**src/rtl/imm_gen_stage_if.sv**
```systemverilog
// imm_gen_stage_if: instruction-in / immediate-out bus of the immediate
// generator stage.
//   in_valid, in_instr, in_tag  : producer -> stage
//   in_ready                    : stage -> producer
//   out_valid, out_imm, out_fmt, out_illegal, out_tag : stage -> consumer
//   out_ready                   : consumer -> stage
// Handshake: a beat transfers on a rising clock edge where valid and ready
// are both high. Once valid is raised, the sender keeps valid and its
// payload steady until that transfer. Ready may change freely and never
// depends combinationally on valid.
// Modports: master = the surrounding pipeline, slave = the stage.
interface imm_gen_stage_if #(
    parameter int XLEN  = 32,
    parameter int TAG_W = 8
);
    logic             in_valid;
    logic             in_ready;
    logic [31:0]      in_instr;
    logic [TAG_W-1:0] in_tag;
    logic             out_valid;
    logic             out_ready;
    logic [XLEN-1:0]  out_imm;
    logic [2:0]       out_fmt;
    logic             out_illegal;
    logic [TAG_W-1:0] out_tag;

    modport master (
        output in_valid, in_instr, in_tag, out_ready,
        input  in_ready, out_valid, out_imm, out_fmt, out_illegal, out_tag
    );

    modport slave (
        input  in_valid, in_instr, in_tag, out_ready,
        output in_ready, out_valid, out_imm, out_fmt, out_illegal, out_tag
    );
endinterface

```
**src/rtl/imm_gen_stage.sv**
```systemverilog
// imm_gen_stage: registered RISC-V immediate generator with a two-entry
// skid buffer (output register + skid register).
// Ports:
//   clk    : rising-edge clock
//   rst_n  : synchronous active-low reset (beats flush and handshakes)
//   flush  : synchronous discard of every buffered entry and the input beat
//   bus    : imm_gen_stage_if.slave (instruction in, immediate/format/
//            illegal/tag out)
// Format codes: 0 NONE, 1 I, 2 S, 3 B, 4 U, 5 J, 6 Z (CSR zimm).
module imm_gen_stage #(
    parameter int XLEN     = 32,
    parameter int TAG_W    = 8,
    parameter int CSR_ZIMM = 1
) (
    input logic             clk,
    input logic             rst_n,
    input logic             flush,
    imm_gen_stage_if.slave  bus
);
    localparam logic [2:0] FMT_NONE = 3'd0;
    localparam logic [2:0] FMT_I    = 3'd1;
    localparam logic [2:0] FMT_S    = 3'd2;
    localparam logic [2:0] FMT_B    = 3'd3;
    localparam logic [2:0] FMT_U    = 3'd4;
    localparam logic [2:0] FMT_J    = 3'd5;
    localparam logic [2:0] FMT_Z    = 3'd6;

    typedef struct packed {
        logic [XLEN-1:0]  imm;
        logic [2:0]       fmt;
        logic             illegal;
        logic [TAG_W-1:0] tag;
    } entry_t;

    // ---------------------------------------------------------------
    // Decode (combinational on the incoming instruction)
    // ---------------------------------------------------------------
    logic [31:0] instr;
    logic [6:0]  opcode;
    assign instr  = bus.in_instr;
    assign opcode = instr[6:0];

    // Immediate fields as signed values; a size cast to XLEN then
    // sign-extends them, which also covers the XLEN=64 upper half.
    logic signed [11:0] imm_i_s;
    logic signed [11:0] imm_s_s;
    logic signed [12:0] imm_b_s;
    logic signed [31:0] imm_u_s;
    logic signed [20:0] imm_j_s;

    assign imm_i_s = instr[31:20];
    assign imm_s_s = {instr[31:25], instr[11:7]};
    assign imm_b_s = {instr[31], instr[7], instr[30:25], instr[11:8], 1'b0};
    assign imm_u_s = {instr[31:12], 12'b0};
    assign imm_j_s = {instr[31], instr[19:12], instr[20], instr[30:21], 1'b0};

    entry_t dec;

    always_comb begin
        dec.imm     = '0;
        dec.fmt     = FMT_NONE;
        dec.illegal = 1'b0;
        dec.tag     = bus.in_tag;
        unique case (opcode)
            // OP-IMM, LOAD, JALR, MISC-MEM, OP-IMM-32
            7'b0010011, 7'b0000011, 7'b1100111, 7'b0001111, 7'b0011011: begin
                dec.fmt = FMT_I;
                dec.imm = XLEN'(imm_i_s);
            end
            7'b0100011: begin
                dec.fmt = FMT_S;
                dec.imm = XLEN'(imm_s_s);
            end
            7'b1100011: begin
                dec.fmt = FMT_B;
                dec.imm = XLEN'(imm_b_s);
            end
            7'b0110111, 7'b0010111: begin
                dec.fmt = FMT_U;
                dec.imm = XLEN'(imm_u_s);
            end
            7'b1101111: begin
                dec.fmt = FMT_J;
                dec.imm = XLEN'(imm_j_s);
            end
            7'b1110011: begin
                // funct3[2] selects the immediate CSR forms (csrr*i)
                if (CSR_ZIMM != 0 && instr[14]) begin
                    dec.fmt = FMT_Z;
                    dec.imm = XLEN'(instr[19:15]);
                end
            end
            7'b0110011, 7'b0111011: begin
                // R-type: legal, no immediate
            end
            default: dec.illegal = 1'b1;
        endcase
    end

    // ---------------------------------------------------------------
    // Skid buffer
    // ---------------------------------------------------------------
    logic   out_valid_q, out_valid_d;
    logic   skid_valid_q, skid_valid_d;
    entry_t out_q, out_d;
    entry_t skid_q, skid_d;

    logic accept;
    logic consume;

    // in_ready is the registered "skid empty" flag, so it has no
    // combinational path from out_ready.
    assign accept  = bus.in_valid & ~skid_valid_q;
    assign consume = out_valid_q & bus.out_ready;

    always_comb begin
        out_valid_d  = out_valid_q;
        skid_valid_d = skid_valid_q;
        out_d        = out_q;
        skid_d       = skid_q;
        if (flush) begin
            // Payload registers keep their contents; only valids drop.
            out_valid_d  = 1'b0;
            skid_valid_d = 1'b0;
        end else begin
            if (consume) begin
                if (skid_valid_q) begin
                    out_d        = skid_q;
                    skid_valid_d = 1'b0;
                end else begin
                    out_valid_d = 1'b0;
                end
            end
            // accept implies the skid is empty, so this never collides
            // with the skid-to-output move above.
            if (accept) begin
                if (!out_valid_q || consume) begin
                    out_d       = dec;
                    out_valid_d = 1'b1;
                end else begin
                    skid_d       = dec;
                    skid_valid_d = 1'b1;
                end
            end
        end
    end

    always_ff @(posedge clk) begin
        if (!rst_n) begin
            out_valid_q  <= 1'b0;
            skid_valid_q <= 1'b0;
            out_q        <= '0;
            skid_q       <= '0;
        end else begin
            out_valid_q  <= out_valid_d;
            skid_valid_q <= skid_valid_d;
            out_q        <= out_d;
            skid_q       <= skid_d;
        end
    end

    assign bus.in_ready    = ~skid_valid_q;
    assign bus.out_valid   = out_valid_q;
    assign bus.out_imm     = out_q.imm;
    assign bus.out_fmt     = out_q.fmt;
    assign bus.out_illegal = out_q.illegal;
    assign bus.out_tag     = out_q.tag;
endmodule

```
**src/flat_wrapper.sv**
```systemverilog
// flat-port wrapper written by rule: the top's interface ports become plain ports
module imm_gen_stage_flat 
#(
    parameter int XLEN     = 32,
    parameter int TAG_W    = 8,
    parameter int CSR_ZIMM = 1
)
  (clk, rst_n, flush, bus_in_valid, bus_in_instr, bus_in_tag, bus_out_ready, bus_in_ready, bus_out_valid, bus_out_imm, bus_out_fmt, bus_out_illegal, bus_out_tag);
  imm_gen_stage_if #(.XLEN(XLEN), .TAG_W(TAG_W)) bus_i ();
  input logic clk;
  input logic rst_n;
  input logic flush;
  input wire logic [$bits(bus_i.in_valid)-1:0] bus_in_valid;
  input wire logic [$bits(bus_i.in_instr)-1:0] bus_in_instr;
  input wire logic [$bits(bus_i.in_tag)-1:0] bus_in_tag;
  input wire logic [$bits(bus_i.out_ready)-1:0] bus_out_ready;
  output wire logic [$bits(bus_i.in_ready)-1:0] bus_in_ready;
  output wire logic [$bits(bus_i.out_valid)-1:0] bus_out_valid;
  output wire logic [$bits(bus_i.out_imm)-1:0] bus_out_imm;
  output wire logic [$bits(bus_i.out_fmt)-1:0] bus_out_fmt;
  output wire logic [$bits(bus_i.out_illegal)-1:0] bus_out_illegal;
  output wire logic [$bits(bus_i.out_tag)-1:0] bus_out_tag;
  assign bus_i.in_valid = bus_in_valid;
  assign bus_i.in_instr = bus_in_instr;
  assign bus_i.in_tag = bus_in_tag;
  assign bus_i.out_ready = bus_out_ready;
  assign bus_in_ready = bus_i.in_ready;
  assign bus_out_valid = bus_i.out_valid;
  assign bus_out_imm = bus_i.out_imm;
  assign bus_out_fmt = bus_i.out_fmt;
  assign bus_out_illegal = bus_i.out_illegal;
  assign bus_out_tag = bus_i.out_tag;
  imm_gen_stage #(.XLEN(XLEN), .TAG_W(TAG_W), .CSR_ZIMM(CSR_ZIMM)) u_core (.clk(clk), .rst_n(rst_n), .flush(flush), .bus(bus_i));
endmodule
```
**config.mk**
```make
export PLATFORM = sky130hd
export DESIGN_NAME = imm_gen_stage_flat
export DESIGN_NICKNAME = d
export VERILOG_FILES = /design/src/rtl/imm_gen_stage_if.sv /design/src/rtl/imm_gen_stage.sv /design/src/flat_wrapper.sv
export SDC_FILE = /design/constraint.sdc
export NUM_CORES = 1
export LEC_CHECK = 0
export CAP_MARGIN = 20
export CORE_ASPECT_RATIO = 0.75
export CORE_UTILIZATION = 45
export CTS_BUF_LIST = sky130_fd_sc_hd__clkbuf_2
export DETAILED_ROUTE_END_ITERATION = 10
export PLACE_DENSITY = 0.7
export SLEW_MARGIN = 20
export SYNTH_ARGS = -nofsm -noshare
export SYNTH_HDL_FRONTEND = slang
export SYNTH_SLANG_ARGS = --single-unit
```
**constraint.sdc**
```tcl
create_clock -name clk -period 1.9 [get_ports clk]
set_input_delay 0.38 -clock clk [delete_from_list [all_inputs] [get_ports clk]]
set_output_delay 0.38 -clock clk [all_outputs]
set_load 0.02 [all_outputs]
```
==> flow_summary.toml <==
[pwr]
finalPower_mw = 3.53
power.static_leakage_nw = 2.31
peakVddDrop_mv = 0.422
power.density_nw_per_um2 = 619

[global_route]
grt_overflow = 0
grt_pass1_vias = 4071
grt_max_degree = 40
antenna_found_initial = 0
grt.total_usage = 0.263
grt_pass1_wl_mm = 20.4

[floorplanning]
fp.coreArea_um2 = 9120
initial_core_util = 0.466
fp-row-count = 30
die_width_um = 114
die_h_um = 86.2
io_pins = 91
fp.dieArea_um2 = 9850

[synthesis]
synth_area_leaders = "dfxtp_1, nand2_1, a21oi_1"
yosysSeqAreaShare = 0.424
synth_top_area_cell = "dfxtp_1"
synth-async-reset-ratio = 0
synthFlopType = "dfxtp_1"
yosysWarnings = 0
synth_cells = 530
yosys.area.top_type_share = 0.424
synth_common_cells = "nand2_1, dfxtp_1, a21oi_1, o21ai_0, a31oi_1"
synth_most_common_cell = "nand2_1"
synth_edf_count = 0
ys_seq_elements = 90
syn-mean-instance-area_um2 = 8.02
yosysUniqueCellTypes = 57
synth_area_um2 = 4250
synth_fp_nets = 575

[timing]
drv_slew = 0
worst_hold_slack_ns = 0.350
setup_ws_ns = 0.112
setup_violations = 0
slew_headroom = 0.700
period_needed_ns = 1.79
fin_tns_setup_ns = 0
skew_ns = 0.0365
rsz0062_at_grt = "no"
tightest_slew_ns = 0.450
fmax_mhz = 559
post-route-period-util = 0.941
final-hold-violation-count = 0

[finish]
fillers = 843
area_delta_synth_final_pct = 34.1
final_cells = 781
n_antenna_cell = 0
finalInstanceArea_um2 = 5700
fin_nets = 695
drive_gt1_frac = 0.144
fin_util = 0.625

[critical_path]
path_class = "register to output pin"
crit_fanout = 7
end_kind = "output pin"
required_ns = 1.52
crit_arrival_ns = 1.41
start_kind = "register"

[cts]
cts_sinks = 90
cts_max_level = 3
cts_tree = "done"
cts_hold_repair.buffers = 0
ctsLongestPathBuffers = 2
cts_buffers = 9
post-cts-setup-buffers = 0
clk_pin_slew_worst_paths_ns = 0.23
insertion_delay_ns = 0.57
root_buffer = "clkbuf_2"

[detailed_routing]
dr.pass1.iters = 6
drtAntennaViolNets = 0
drc = 0
finalWirelength_mm = 12.7
vias = 4453
drtIter0Drc = 420
wl_per_cell_um = 16.2
viasPerCell = 5.70

[placement]
gp_congestion = 0.863
dp_slack_ns = -0.332
hpwl_mm = 9.24
place_area_um2 = 5660
dp.cells = 767
portBuffers = 90

[status]
status = "completed"

[hold_path]
min_path_type = "primary input to register"

[job]
cap_violations = 0
-- power by group --
group          switching (mW)  internal, mW  total [mW]  leakage (nW)
registers              0.0396          1.95        1.99         0.731
clock network           0.624         0.298       0.922        0.0639
logic                   0.331         0.292       0.623          1.51
-- worst max-delay path, stage by stage, from the launching register on --
cell and delay [ns]:
dfxtp_2 0.44, inv_1 0.08, dlygate4sd2_1 0.32
-- cell usage in the layout, fill, tap and decap left out, types with 8 or more instances in the layout --
cell	Yosys	final
a21boi_0	8	8
a21oi_1	62	62
a22o_1	28	28
a31oi_1	37	37
buf_4	2	59
clkbuf_2	1	11
clkdlybuf4s50_1	0	44
dfxtp_1	90	88
dlygate4sd2_1	0	46
nand2_1	107	107
nand3_1	19	19
nor2_1	9	9
o21ai_0	40	40
o22ai_1	9	9
-- layer usage --
layer | vias to the layer above | routed length [um] | track usage
met5 | - | 0 | 0
met4 | 0 | 174 | 0.0862
met3 | 15 | 791 | 0.0517
met2 | 164 | 5560 | 0.401
met1 | 2094 | 6150 | 0.374
li1 | 2180 | - | -
-- worst paths after layout --
check | from | to | slack, ns | depth (start not counted)
min reg2reg | u_core.skid_q[6] | u_core.skid_q[6] | 0.48 | 2
min | bus_in_instr[13] | u_core.skid_q[25] | 0.35 | 3
max | u_core.skid_valid_q | bus_in_ready | 0.11 | 2
max reg2reg | u_core.skid_valid_q | u_core.skid_q[39] | 0.24 | 5
-- cells by family (layout without fill, tap and decap cells) --
kind of cell,count (synthesis),after routing,share of synthesized area
AND/OR/NAND/NOR,171,171,0.190
flip-flops,90,90,0.424
AO/OA/AOI/OAI,216,216,0.330
buffers and inverters,53,176,0.0571
-- area by class of cell --
type | instances | area, um^2 | share of cell area
clock inverter | 3 | 42.5 | 0.00746
multi-input combinational | 387 | 2210 | 0.387
inverter | 7 | 26.3 | 0.00461
timing repair buffer | 155 | 1410 | 0.247
sequential | 90 | 1800 | 0.316
clock buffer | 11 | 55.1 | 0.00965
tap | 128 | 160 | 0.0281
-- flip-flops by register name (all words and copies together), names as in the netlist --
name                    count
u_core.bus.out_tag          8
u_core.bus.out_fmt          3
u_core.skid_valid_q         1
u_core.bus.out_illegal      1
u_core.bus.out_imm         32
u_core.skid_q              44
u_core.bus.out_valid        1
-- repair_timing --
item / CTS / global route
resized for setup: 47 / 1
endpoints found under the hold margin: 0 / 0
setup endpoints to repair: 46 / 1
Power figures use the tool's default switching activity.
